File: config.mk
export PLATFORM = sky130hd
export DESIGN_NAME = stopwatch_timekeeper
export DESIGN_NICKNAME = d
export VERILOG_FILES = /design/src/rtl/stopwatch_pkg.sv /design/src/rtl/stopwatch_timekeeper_sync.sv /design/src/rtl/stopwatch_timekeeper.sv
export SDC_FILE = /design/constraint.sdc
export NUM_CORES = 1
export LEC_CHECK = 0
export CORE_ASPECT_RATIO = 1.25
export CORE_UTILIZATION = 25
export CTS_CLUSTER_DIAMETER = 50
export DETAILED_ROUTE_END_ITERATION = 16
export MAX_ROUTING_LAYER = met4
export SKIP_LAST_GASP = 1
export SYNTH_ARGS = -nofsm -noshare
export SYNTH_HDL_FRONTEND = slang
export SYNTH_HIERARCHICAL = 1
export SYNTH_SLANG_ARGS = --single-unit
export TNS_END_PERCENT = 50
File: constraint.sdc
create_clock -name CLK -period 3.07 [get_ports CLK]
set_input_delay 0.4605 -clock CLK [delete_from_list [all_inputs] [get_ports CLK]]
set_output_delay 0.4605 -clock CLK [all_outputs]
set_load 0.005 [all_outputs]
File: src/rtl/stopwatch_pkg.sv
// rtl/stopwatch_pkg.sv - shared state encoding and BCD digit limits for the stopwatch
package stopwatch_pkg;

    typedef enum logic [1:0] {
        IDLE  = 2'd0,
        RUN   = 2'd1,
        PAUSE = 2'd2
    } state_t;

    localparam logic [3:0] SEC_U_MAX = 4'd9;
    localparam logic [3:0] SEC_T_MAX = 4'd5;
    localparam logic [3:0] MIN_U_MAX = 4'd9;
    localparam logic [3:0] MIN_T_MAX = 4'd5;

endpackage

File: src/rtl/stopwatch_timekeeper_sync.sv
// rtl/stopwatch_timekeeper_sync.sv - level synchroniser with registered rising-edge pulse
module sync_edge_detect #(
    parameter int SYNC_STAGES = 2
) (
    input  logic clk,
    input  logic rstn,
    input  logic din,
    output logic pulse
);

    logic [SYNC_STAGES-1:0] sync_q;
    logic                   last_q;

    // Pulse is registered so an input edge appears SYNC_STAGES+1 cycles later.
    always_ff @(posedge clk) begin
        if (!rstn) begin
            sync_q <= '0;
            last_q <= 1'b0;
            pulse  <= 1'b0;
        end else begin
            sync_q <= {sync_q[SYNC_STAGES-2:0], din};
            last_q <= sync_q[SYNC_STAGES-1];
            pulse  <= sync_q[SYNC_STAGES-1] & ~last_q;
        end
    end

endmodule

File: src/rtl/stopwatch_timekeeper.sv
// rtl/stopwatch_timekeeper.sv - BCD MM:SS stopwatch with start/pause, clear and lap hold
module stopwatch_timekeeper
    import stopwatch_pkg::*;
#(
    parameter int TICK_DIV    = 1,
    parameter int SYNC_STAGES = 2
) (
    input  logic       CLK,
    input  logic       rstn,
    input  logic       TICK_IN,
    input  logic       BTN_SS,
    input  logic       BTN_CLR,
    input  logic       BTN_LAP,
    output logic [3:0] SEC_U,
    output logic [3:0] SEC_T,
    output logic [3:0] MIN_U,
    output logic [3:0] MIN_T,
    output logic       RUNNING,
    output logic       LAP_ACTIVE,
    output logic       WRAP
);

    localparam logic [7:0] PRESC_MAX = 8'(TICK_DIV - 1);

    logic       tick_p, ss_p, clr_p, lap_p;
    state_t     state_q, state_d;
    logic [7:0] presc_q, presc_d;
    logic       inc;
    logic [3:0] live_su, live_st, live_mu, live_mt;

    sync_edge_detect #(.SYNC_STAGES(SYNC_STAGES)) u_tick (.clk(CLK), .rstn(rstn), .din(TICK_IN), .pulse(tick_p));
    sync_edge_detect #(.SYNC_STAGES(SYNC_STAGES)) u_ss   (.clk(CLK), .rstn(rstn), .din(BTN_SS),  .pulse(ss_p));
    sync_edge_detect #(.SYNC_STAGES(SYNC_STAGES)) u_clr  (.clk(CLK), .rstn(rstn), .din(BTN_CLR), .pulse(clr_p));
    sync_edge_detect #(.SYNC_STAGES(SYNC_STAGES)) u_lap  (.clk(CLK), .rstn(rstn), .din(BTN_LAP), .pulse(lap_p));

    always_ff @(posedge CLK) begin
        if (!rstn) begin
            state_q <= IDLE;
            presc_q <= '0;
        end else begin
            state_q <= state_d;
            presc_q <= presc_d;
        end
    end

    // Clear outranks start/stop in every state.
    always_comb begin
        state_d = state_q;
        if (clr_p) begin
            state_d = IDLE;
        end else if (ss_p) begin
            case (state_q)
                IDLE:    state_d = RUN;
                RUN:     state_d = PAUSE;
                PAUSE:   state_d = RUN;
                default: state_d = IDLE;
            endcase
        end
    end

    always_comb begin
        inc     = (state_q == RUN) && tick_p && (presc_q == PRESC_MAX);
        presc_d = presc_q;
        if (clr_p || state_q == IDLE) begin
            presc_d = '0;
        end else if (state_q == RUN && tick_p) begin
            presc_d = inc ? 8'd0 : presc_q + 8'd1;
        end
    end

    always_ff @(posedge CLK) begin
        if (!rstn || clr_p) begin
            live_su <= '0;
            live_st <= '0;
            live_mu <= '0;
            live_mt <= '0;
            WRAP    <= 1'b0;
        end else begin
            WRAP <= 1'b0;
            if (inc) begin
                if (live_su == SEC_U_MAX) begin
                    live_su <= '0;
                    if (live_st == SEC_T_MAX) begin
                        live_st <= '0;
                        if (live_mu == MIN_U_MAX) begin
                            live_mu <= '0;
                            if (live_mt == MIN_T_MAX) begin
                                live_mt <= '0;
                                WRAP    <= 1'b1;
                            end else begin
                                live_mt <= live_mt + 4'd1;
                            end
                        end else begin
                            live_mu <= live_mu + 4'd1;
                        end
                    end else begin
                        live_st <= live_st + 4'd1;
                    end
                end else begin
                    live_su <= live_su + 4'd1;
                end
            end
        end
    end

    // Display lags the live count by one cycle and freezes while a lap is held.
    always_ff @(posedge CLK) begin
        if (!rstn) begin
            SEC_U      <= '0;
            SEC_T      <= '0;
            MIN_U      <= '0;
            MIN_T      <= '0;
            RUNNING    <= 1'b0;
            LAP_ACTIVE <= 1'b0;
        end else begin
            RUNNING <= (state_d == RUN);
            if (state_d == IDLE) begin
                LAP_ACTIVE <= 1'b0;
            end else if (lap_p && state_q != IDLE) begin
                LAP_ACTIVE <= ~LAP_ACTIVE;
            end
            if (!LAP_ACTIVE) begin
                SEC_U <= live_su;
                SEC_T <= live_st;
                MIN_U <= live_mu;
                MIN_T <= live_mt;
            end
        end
    end

endmodule

# Word-level counts from Yosys, hierarchy flattened
# Index checks and enable logic that the tools add are counted.
# totals
inputBits	6
register_bits	61
word_cells	77
# op_classes
n_bitwise	14
addsub	5
n_mux	9
eq_ne	7
n_reduce_logical	17
# op_table
operator	n
adder 4 x 1 -> 4 bit (second input constant)	4
two-way mux 4 bit	4
inverter 1 bit	10
adder 8 x 1 -> 8 bit (second input constant)	1
== test 4 x 3 -> 1 bit (second input constant)	2
== test 4 bit (second input constant)	2
zero test 8 bit	1
two-way mux 8 bit	1
OR reduction 2 bit	3
OR reduction 5 bit	1
AND 1 bit	4
== test 2 x 1 -> 1 bit (second input constant)	2
zero test 2 bit	2
two-way mux 2 bit	2
case mux 2 bit (2 select lines)	1
AND reduction 4 bit	1
logical AND 1 bit	3
AND reduction 3 bit	1
== test 2 bit (second input constant)	1
logical OR 1 bit	2
AND reduction 2 bit	1
nonzero test 2 bit	1
zero test 1 bit	1
two-way mux 1 bit	1

# Depth between registers and ports, before layout
# Gate-level depths: netlist of run 1.
# logic_depth
ltp_word	7
ltp_mapped	7
depth_no_buf	6

# Modules after synthesis
# Netlist of run 1, hierarchy kept.
# by_module_without_submodules
module	area_per_inst_um2	seq_area_each_um2	n_inst	cells_per_inst
stopwatch_timekeeper	2090.8	900.9	1	226
sync_edge_detect	111.4	80.1	4	8

# Worst setup path after synthesis of run 1
# Ideal clock, no wire load.
# synth_path
path_type	reg2reg
from	reg presc_q[0]
to	reg live_mt[1]
slack_ps	1303
path_buffers	0
stages_incl_launch_ff	7
t_required_ps	2999
arrival_ps	1697
setup_time_ps	71
path_cell_list	dfxtp_1 > inv_1 > ha_1 > nor4b_4 > nand3_2 > or4_1 > a21oi_1
# synth_between
elab_chain_len	3
# synth_lines
element	line_no	text
start, declared	stopwatch_timekeeper.sv:27	logic [7:0] presc_q, presc_d;
start signal, assigned	stopwatch_timekeeper.sv:42	presc_q <= presc_d;
zero test 8 bit	stopwatch_timekeeper.sv:62	inc = (state_q == RUN) && tick_p && (presc_q == PRESC_MAX);
logical AND 1 bit	stopwatch_timekeeper.sv:62	
AND reduction 4 bit (no source line)	-	
end signal, assigned	stopwatch_timekeeper.sv:91	live_mt <= live_mt + 4'd1;
end, declared	stopwatch_timekeeper.sv:29	logic [3:0] live_su, live_st, live_mu, live_mt;
# No other way between the ends.
# A chain may end at the register's enable or synchronous reset.

# Worst setup path after layout of run 1
# layout_path
from	reg presc_q[0]
to	reg live_mt[2]
# Same word-level chain as after synthesis.

==> reports/summary.md, run 1 <==
### Timing
- Fmax achieved: 0.495 GHz
- final number of setup-violating endpoints: 0
- Final Hold Slack: 0.443 ns
- setup repair after global routing missed its margin: false
- setup_tns: 0 ns
- worst-margin pin slew: 0.731 ns
- Worst Skew: 0.00444 ns
- Hold Fails Final Rpt: 0
- Max Slew Vio Count: 0
- remaining max-slew budget at the tightest pin: 51.3%
- share of the clock period used by the worst path after layout: 65.8%
- crit path time final: 2.02 ns

### Setup path
- Crit. End Element: register
- critical path cell sequence: inv_1 -> ha_1 -> nor4b_4 -> nand3_2 -> or4b_1 -> a21oi_1
- cell with the largest stage delay on the worst path: sky130_fd_sc_hd__or4b_1
- kind of start point of the critical path: register
- worst-path maximum fanout: 10
- CP bufs+invs: 1
- Crit path largest cell delay: 0.56 ns
- worst endpoint required time: 3.31 ns
- CP top delay family: simple AND/OR/NAND/NOR gates
- data arrival time of the critical path: 2.26 ns
- critical path class: register to register

### Pwr
- Seq pwr share: 45.6%
- leakage power summed over all cells: 1.08 nW
- clock network fraction of design power: 52.5%
- internal power: 1.42 mW
- proportion of power drawn by combinational gates: 1.9%
- switching power summed over all nets: 343 uW
- PD cells: 557 nW/um2
- maximum ir drop on the vdd rail: 0.405 mV
- share of total power consumed by net switching: 19.4%

### Floorplan
- core box area: 9760 um2
- die span in x: 92.1 um
- number of standard-cell rows in the floorplan: 40
- starting utilization of the core area: 26.0%
- num ports: 25
- die area: 10600 um2
- Vert. Die Dim: 115 um

### Clock tree
- Inserted Clock Buffers: 9
- depth of the CTS H-tree: 3
- clock transition at the registers of the reported paths: 0.05 ns
- worst-case clock buffer depth: 2
- clock latency of the later-clocked register in the worst-skew pair: 0.32 ns
- CTS tree: built
- Post-CTS Hold Fix Bufs: 0
- cell at the root of the clock tree: sky130_fd_sc_hd__clkbuf_16
- clock tree sinks: 61
- Setup Fix Bufs, Post-CTS: 0
- # resized after CTS: 0

### Yosys
- most frequently used cell type in the post-synthesis netlist: sky130_fd_sc_hd__dfxtp_1
- combinational family with the most area after synthesis: simple AND/OR/NAND/NOR gates
- number of instances in the synthesized netlist: 258
- compound-cell area share of the yosys netlist: 8.24%
- area fraction in and, or, nand and nor cells after synthesis: 29.1%
- Synth async-reset ratio: 0%
- register area share after synthesis: 48.1%
- proportion of synthesized area in mux cells: 6.76%
- synthesis-stage register bit count: 61
- total of warnings raised by yosys: 6
- main area contributors after synthesis: sky130_fd_sc_hd__dfxtp_1, sky130_fd_sc_hd__mux2i_1, sky130_fd_sc_hd__nor2b_1, sky130_fd_sc_hd__and2_2, sky130_fd_sc_hd__nor2_1
- synthesized net count: 266
- number of flops mapped to enable cells by yosys: 0
- fraction of post-synthesis cell area in the top cell type by area: 48.1%
- largest area contributor in the netlist: sky130_fd_sc_hd__dfxtp_1
- synthesized area divided by synthesized cell count: 9.83 um2
- parity-gate share of the synthesized area counting xor and xnor cells: 3.80%
- cell types with the highest counts after synthesis: sky130_fd_sc_hd__dfxtp_1, sky130_fd_sc_hd__nor2b_1, sky130_fd_sc_hd__nor2_1
- most used flip-flop cell after synthesis: sky130_fd_sc_hd__dfxtp_1
- Post-Synth Adder-Cell Area: 0.987%
- count of cell types in the netlist: 46
- synthesized area: 2540 um2

### Detailed routing
- vias per cell: 4.54
- first-pass detailed-route iteration total: 4
- DR DRC count: 0
- average routed wire per standard cell: 12.1 um
- Iter 0 DRT Violations: 116
- Final Routed Wirelength: 4970 um
- total via count in the routed design: 1870
- number of routed nets with antenna violations: 0

### Min path
- Min-Delay Path Class: register to register

### GRT
- pin count of the biggest net entering global routing: 30
- global-route usage over all layers: 10.8%
- via count of the first global-routing pass: 1726
- number of antenna violations at the first check in global routing: 0
- first-pass GRT wire length: 8530 um
- gr ovfl total: 0

### Finish
- share of layout cells above drive strength 1: 12.2%
- # diodes: 0
- total number of nets in the final design: 290
- area added between synthesis and finish: 25.2%

### Run status
- run status: complete, no violations

### Placed design
- IO buf count: 24
- detailed placement HPWL: 3500 um
- routability cong.: 0.780

### Job
- MaxCap Viol Count: 0

-- sequential cells by signal, indices dropped and copies added, names as in the netlist, 4 cells and up --
| name | cells |
|---|---|
| live_mt | 4 |
| presc_q | 8 |
| MIN_T | 4 |
| SEC_T | 4 |
| live_su | 4 |
| live_mu | 4 |
| MIN_U | 4 |
| live_st | 4 |
| SEC_U | 4 |
-- stage by stage --
stage                     std cells  cell area (um2)  util (%)  power (mW)  setup slack (ns)
after CTS                       412             3180      32.5        1.79              1.05
final                           412             3180      32.5        1.77              1.05
after detailed placement        397             2900      29.7       0.857             0.974
after global routing            412             3180      32.5        1.83             0.821
after floorplan                 258             2540         -       0.840              1.30
after global placement          397             2900      29.7       0.856              1.05
-- routing by layer --
layer / vias up / global-route usage [%] / wire, um
met5: - / - / 0
met4: 0 / 6.25 / 116
met3: 10 / 3.19 / 180
met2: 25 / 16.8 / 2420
met1: 880 / 12.2 / 2250
li1: 955 / - / -
-- layout by cell type, fill, tap and decap left out, types with 3 or more instances in the layout --
master                            instances
sky130_fd_sc_hd__a21oi_1                 10
sky130_fd_sc_hd__a31oi_1                  6
sky130_fd_sc_hd__and2_2                  12
sky130_fd_sc_hd__and3b_1                  5
sky130_fd_sc_hd__and4b_1                  3
sky130_fd_sc_hd__clkbuf_16                9
sky130_fd_sc_hd__clkbuf_8                 3
sky130_fd_sc_hd__clkdlybuf4s50_1         24
sky130_fd_sc_hd__dfxtp_1                 61
sky130_fd_sc_hd__inv_1                    6
sky130_fd_sc_hd__mux2i_1                 16
sky130_fd_sc_hd__nand2_1                 13
sky130_fd_sc_hd__nand2b_1                 6
sky130_fd_sc_hd__nand3_1                  5
sky130_fd_sc_hd__nand4_1                  5
sky130_fd_sc_hd__nor2_1                  17
sky130_fd_sc_hd__nor2b_1                 22
sky130_fd_sc_hd__nor3_1                   4
sky130_fd_sc_hd__o21ai_0                  6
sky130_fd_sc_hd__o31ai_1                  3
sky130_fd_sc_hd__or4_1                    3
sky130_fd_sc_hd__xnor2_1                  5
sky130_fd_sc_hd__xor2_1                   6
-- final timing paths --
path,end,startpoint,slack [ns],depth (start not counted)
setup / recovery,live_mt[2],presc_q[0],1.05,6
hold / removal,u_ss/sync_q[1],u_ss/sync_q[0],0.44,1
setup reg to reg,live_mt[2],presc_q[0],1.05,6
hold reg to reg,u_ss/sync_q[1],u_ss/sync_q[0],0.44,1
-- layout make-up --
| cell class | instances | area (um2) |
|---|---|---|
| clock buffer | 14 | 274 |
| clock inverter | 1 | 5.00 |
| fill | 1037 | 6580 |
| inverter | 6 | 22.5 |
| multi-input combinational | 178 | 1240 |
| sequential | 61 | 1220 |
| tap | 126 | 158 |
| timing repair buffer | 26 | 255 |
-- kinds of logic after synthesis --
kind of cell	Yosys count
and+or+nand+nor	115
AOI/OAI and AO/OA	33
adders and majority gates	2
buffers and inverters	19
muxes	17
DFF	61
xor gates and xnor gates	11
-- power by group through the flow --
stage          sequential (mW)  combinational (mW)  clock [mW]
3_3_place_gp             0.822              0.0340           0
2_1_floorplan            0.820              0.0205           0
5_1_grt                  0.806              0.0381       0.981
6_report                 0.806              0.0338       0.928
4_1_cts                  0.806              0.0348       0.946
3_5_place_dp             0.822              0.0347           0
(Power assumes the default switching activity.)
==> run 2, diff against run 1 <==
==> constraint.sdc (replaced) <==
create_clock -name CLK -period 1.9 [get_ports CLK]
set_input_delay 0.285 -clock CLK [delete_from_list [all_inputs] [get_ports CLK]]
set_output_delay 0.285 -clock CLK [all_outputs]
set_load 0.005 [all_outputs]
==> run 2 against run 1 <==
  * Setup slack got worse by 0.91 ns
  * Power rose by 68%
  * Non-clock buffer count rose by 20
  * First-iteration DRC count did not move
  * Highest routed layer unchanged
==> reports/summary.md, run 2 (same netlist as run 1, synthesis figures left out) <==
### Placed design
- detailed placement HPWL: 3630 um, +3.8%
- routability cong.: 0.743, -4.8%
- IO buf count: 24, unchanged

### Run status
- run status: complete, no violations

### Setup path
- critical path cell sequence: inv_1 -> ha_1 -> nor4b_4 -> buf_6 -> nand3_4 -> or4_1 -> a21oi_1
- startpoint of the worst register-to-register path: presc_q[1]
- Crit. End Element: register
- kind of start point of the critical path: register
- critical path class: register to register
- CP top delay family: simple AND/OR/NAND/NOR gates
- worst endpoint required time: 2.16 ns, -1.15 ns
- worst reg2reg path endpoint: live_mt[1]
- crit path launch: presc_q[1]
- worst reg2reg setup slack: 0.14 ns, -0.91 ns
- endpoint of the worst setup timing path: live_mt[1]
- data arrival time of the critical path: 2.02 ns, -0.24 ns
- worst-path maximum fanout: 10, unchanged
- Crit path largest cell delay: 0.53 ns, -0.03 ns
- CP bufs+invs: 2, +1
- FF-to-FF path depth: 7, +1
- cell with the largest stage delay on the worst path: sky130_fd_sc_hd__or4_1
- logic depth of the worst setup path including buffers: 7, +1

### GRT
- via count of the first global-routing pass: 1906, +10%
- global-route usage over all layers: 11.1%, +0.32 points
- first-pass GRT wire length: 8740 um, +2.5%
- pin count of the biggest net entering global routing: 33, +10%
- number of antenna violations at the first check in global routing: 0, unchanged
- gr ovfl total: 0, unchanged

### Clock tree
- clock transition at the registers of the reported paths: 0.05 ns, about the same
- Post-CTS Hold Fix Bufs: 0, unchanged
- cell at the root of the clock tree: sky130_fd_sc_hd__clkbuf_16
- Inserted Clock Buffers: 9, unchanged
- clock latency of the later-clocked register in the worst-skew pair: 0.33 ns, about the same
- depth of the CTS H-tree: 3, unchanged
- worst-case clock buffer depth: 2, unchanged
- CTS tree: built
- clock tree sinks: 61, unchanged

### Floorplan
- Vert. Die Dim: 115 um, unchanged
- core box area: 9760 um2, unchanged
- number of standard-cell rows in the floorplan: 40, unchanged
- die span in x: 92.1 um, unchanged
- die area: 10600 um2, unchanged
- num ports: 25, unchanged
- starting utilization of the core area: 26.0%, unchanged

### Timing
- final number of setup-violating endpoints: 0, unchanged
- Max Slew Vio Count: 0, unchanged
- setup repair after global routing missed its margin: false
- crit path time final: 1.76 ns, -0.258 ns
- remaining max-slew budget at the tightest pin: 77.7%, +26 points
- worst-margin pin slew: 0.334 ns, -0.397 ns
- setup_tns: 0 ns, unchanged
- Fmax achieved: 0.567 GHz, +15%
- share of the clock period used by the worst path after layout: 92.8%, +27 points
- Hold Fails Final Rpt: 0, unchanged
- Worst Skew: 0.00538 ns, +0.000936 ns

### Pwr
- PD cells: 884 nW/um2, +59%
- maximum ir drop on the vdd rail: 0.413 mV, +2.1%
- leakage power summed over all cells: 1.19 nW, +9.9%
- post-route total power: 2.96 mW, +68%

### Finish
- fraction of the core area covered by cells at the end of the flow: 34.3%, +1.8 points
- area added between synthesis and finish: 32.2%
- most frequent cells in the layout: sky130_fd_sc_hd__dfxtp_1, sky130_fd_sc_hd__clkdlybuf4s50_1, sky130_fd_sc_hd__nor2b_1
- total number of nets in the final design: 310, +6.9%
- number of flip-flops under the largest register name: 8, unchanged
- # diodes: 0, unchanged
- most common library cell in the layout ignoring fill and taps: sky130_fd_sc_hd__dfxtp_1
- share of layout cells above drive strength 1: 18.2%, +6.0 points
- largest reg by FF count: presc_q

### Detailed routing
- first-pass detailed-route iteration total: 4, unchanged
- DR DRC count: 0, unchanged
- number of routed nets with antenna violations: 0, unchanged
- total via count in the routed design: 1960, +4.8%
- Final Routed Wirelength: 5170 um, +4.0%
- Iter 0 DRT Violations: 116, unchanged
- vias per cell: 4.53, -0.27%
- average routed wire per standard cell: 11.9 um, -1.1%

### Min path
- Min-Delay Path Class: register to register

### Job
- MaxCap Viol Count: 0, unchanged

## run 2: final cells by class
type	instances	area [um2]
Timing Repair Buffer	46	409
Multi-Input combinational cell	178	1250
Clock inverter	4	47.5
Fill cell	1004	6410
Inverter	6	22.5
Sequential cell	61	1220
Tap cell	126	158
Clock buffer	12	246
## run 2: power by group
part	total (mW)	switching, mW	internal, mW
registers	1.30	0.00438	1.30
logic	0.0690	0.0305	0.0385
clock network	1.59	0.549	1.04
## run 2: worst min path at each step
| stage | cells past startpoint | from | end |
|---|---|---|---|
| after floorplan | 1 | rstn | MIN_T[0] |
| after global placement | 1 | u_ss/sync_q[0] | u_ss/sync_q[1] |
| after detailed placement | 1 | u_lap/sync_q[0] | u_lap/sync_q[1] |
| after CTS | 1 | u_lap/sync_q[0] | u_lap/sync_q[1] |
| after global routing | 1 | u_lap/sync_q[0] | u_lap/sync_q[1] |
| final | 1 | u_lap/sync_q[0] | u_lap/sync_q[1] |
## run 2: repair_timing
action | CTS | global route
buffers inserted | 0 | 0
gates resized for setup | 0 | 2
endpoints found under the setup margin | 0 | 3
## run 2: through the flow
step	area, um2	instances	hold WS (ns)	setup slack [ns]
after floorplan	2540	258	0.413	0.133
after global routing	3350	433	0.468	0.0174
final	3350	433	0.444	0.137
after CTS	3340	433	0.446	0.0390
after detailed placement	3050	417	0.434	0.0851
after global placement	3050	417	0.429	0.170
## run 2: per-layer routing
metal / routed length [um] / GRT usage (%)
met4: 104 / 5.73
met2: 2530 / 18.4
met5: 0 / -
met3: 190 / 3.39
met1: 2340 / 11.9
==> run 3, diff against run 2 <==
--- a/config.mk
+++ b/config.mk
@@ -11,6 +11,7 @@
 export DETAILED_ROUTE_END_ITERATION = 16
 export MAX_ROUTING_LAYER = met4
 export SKIP_LAST_GASP = 1
+export SLEW_MARGIN = 0
 export SYNTH_ARGS = -nofsm -noshare
 export SYNTH_HDL_FRONTEND = slang
 export SYNTH_HIERARCHICAL = 1
==> results of run 3 <==
The final DEF is identical to that of run 2; final timing and power are the same.
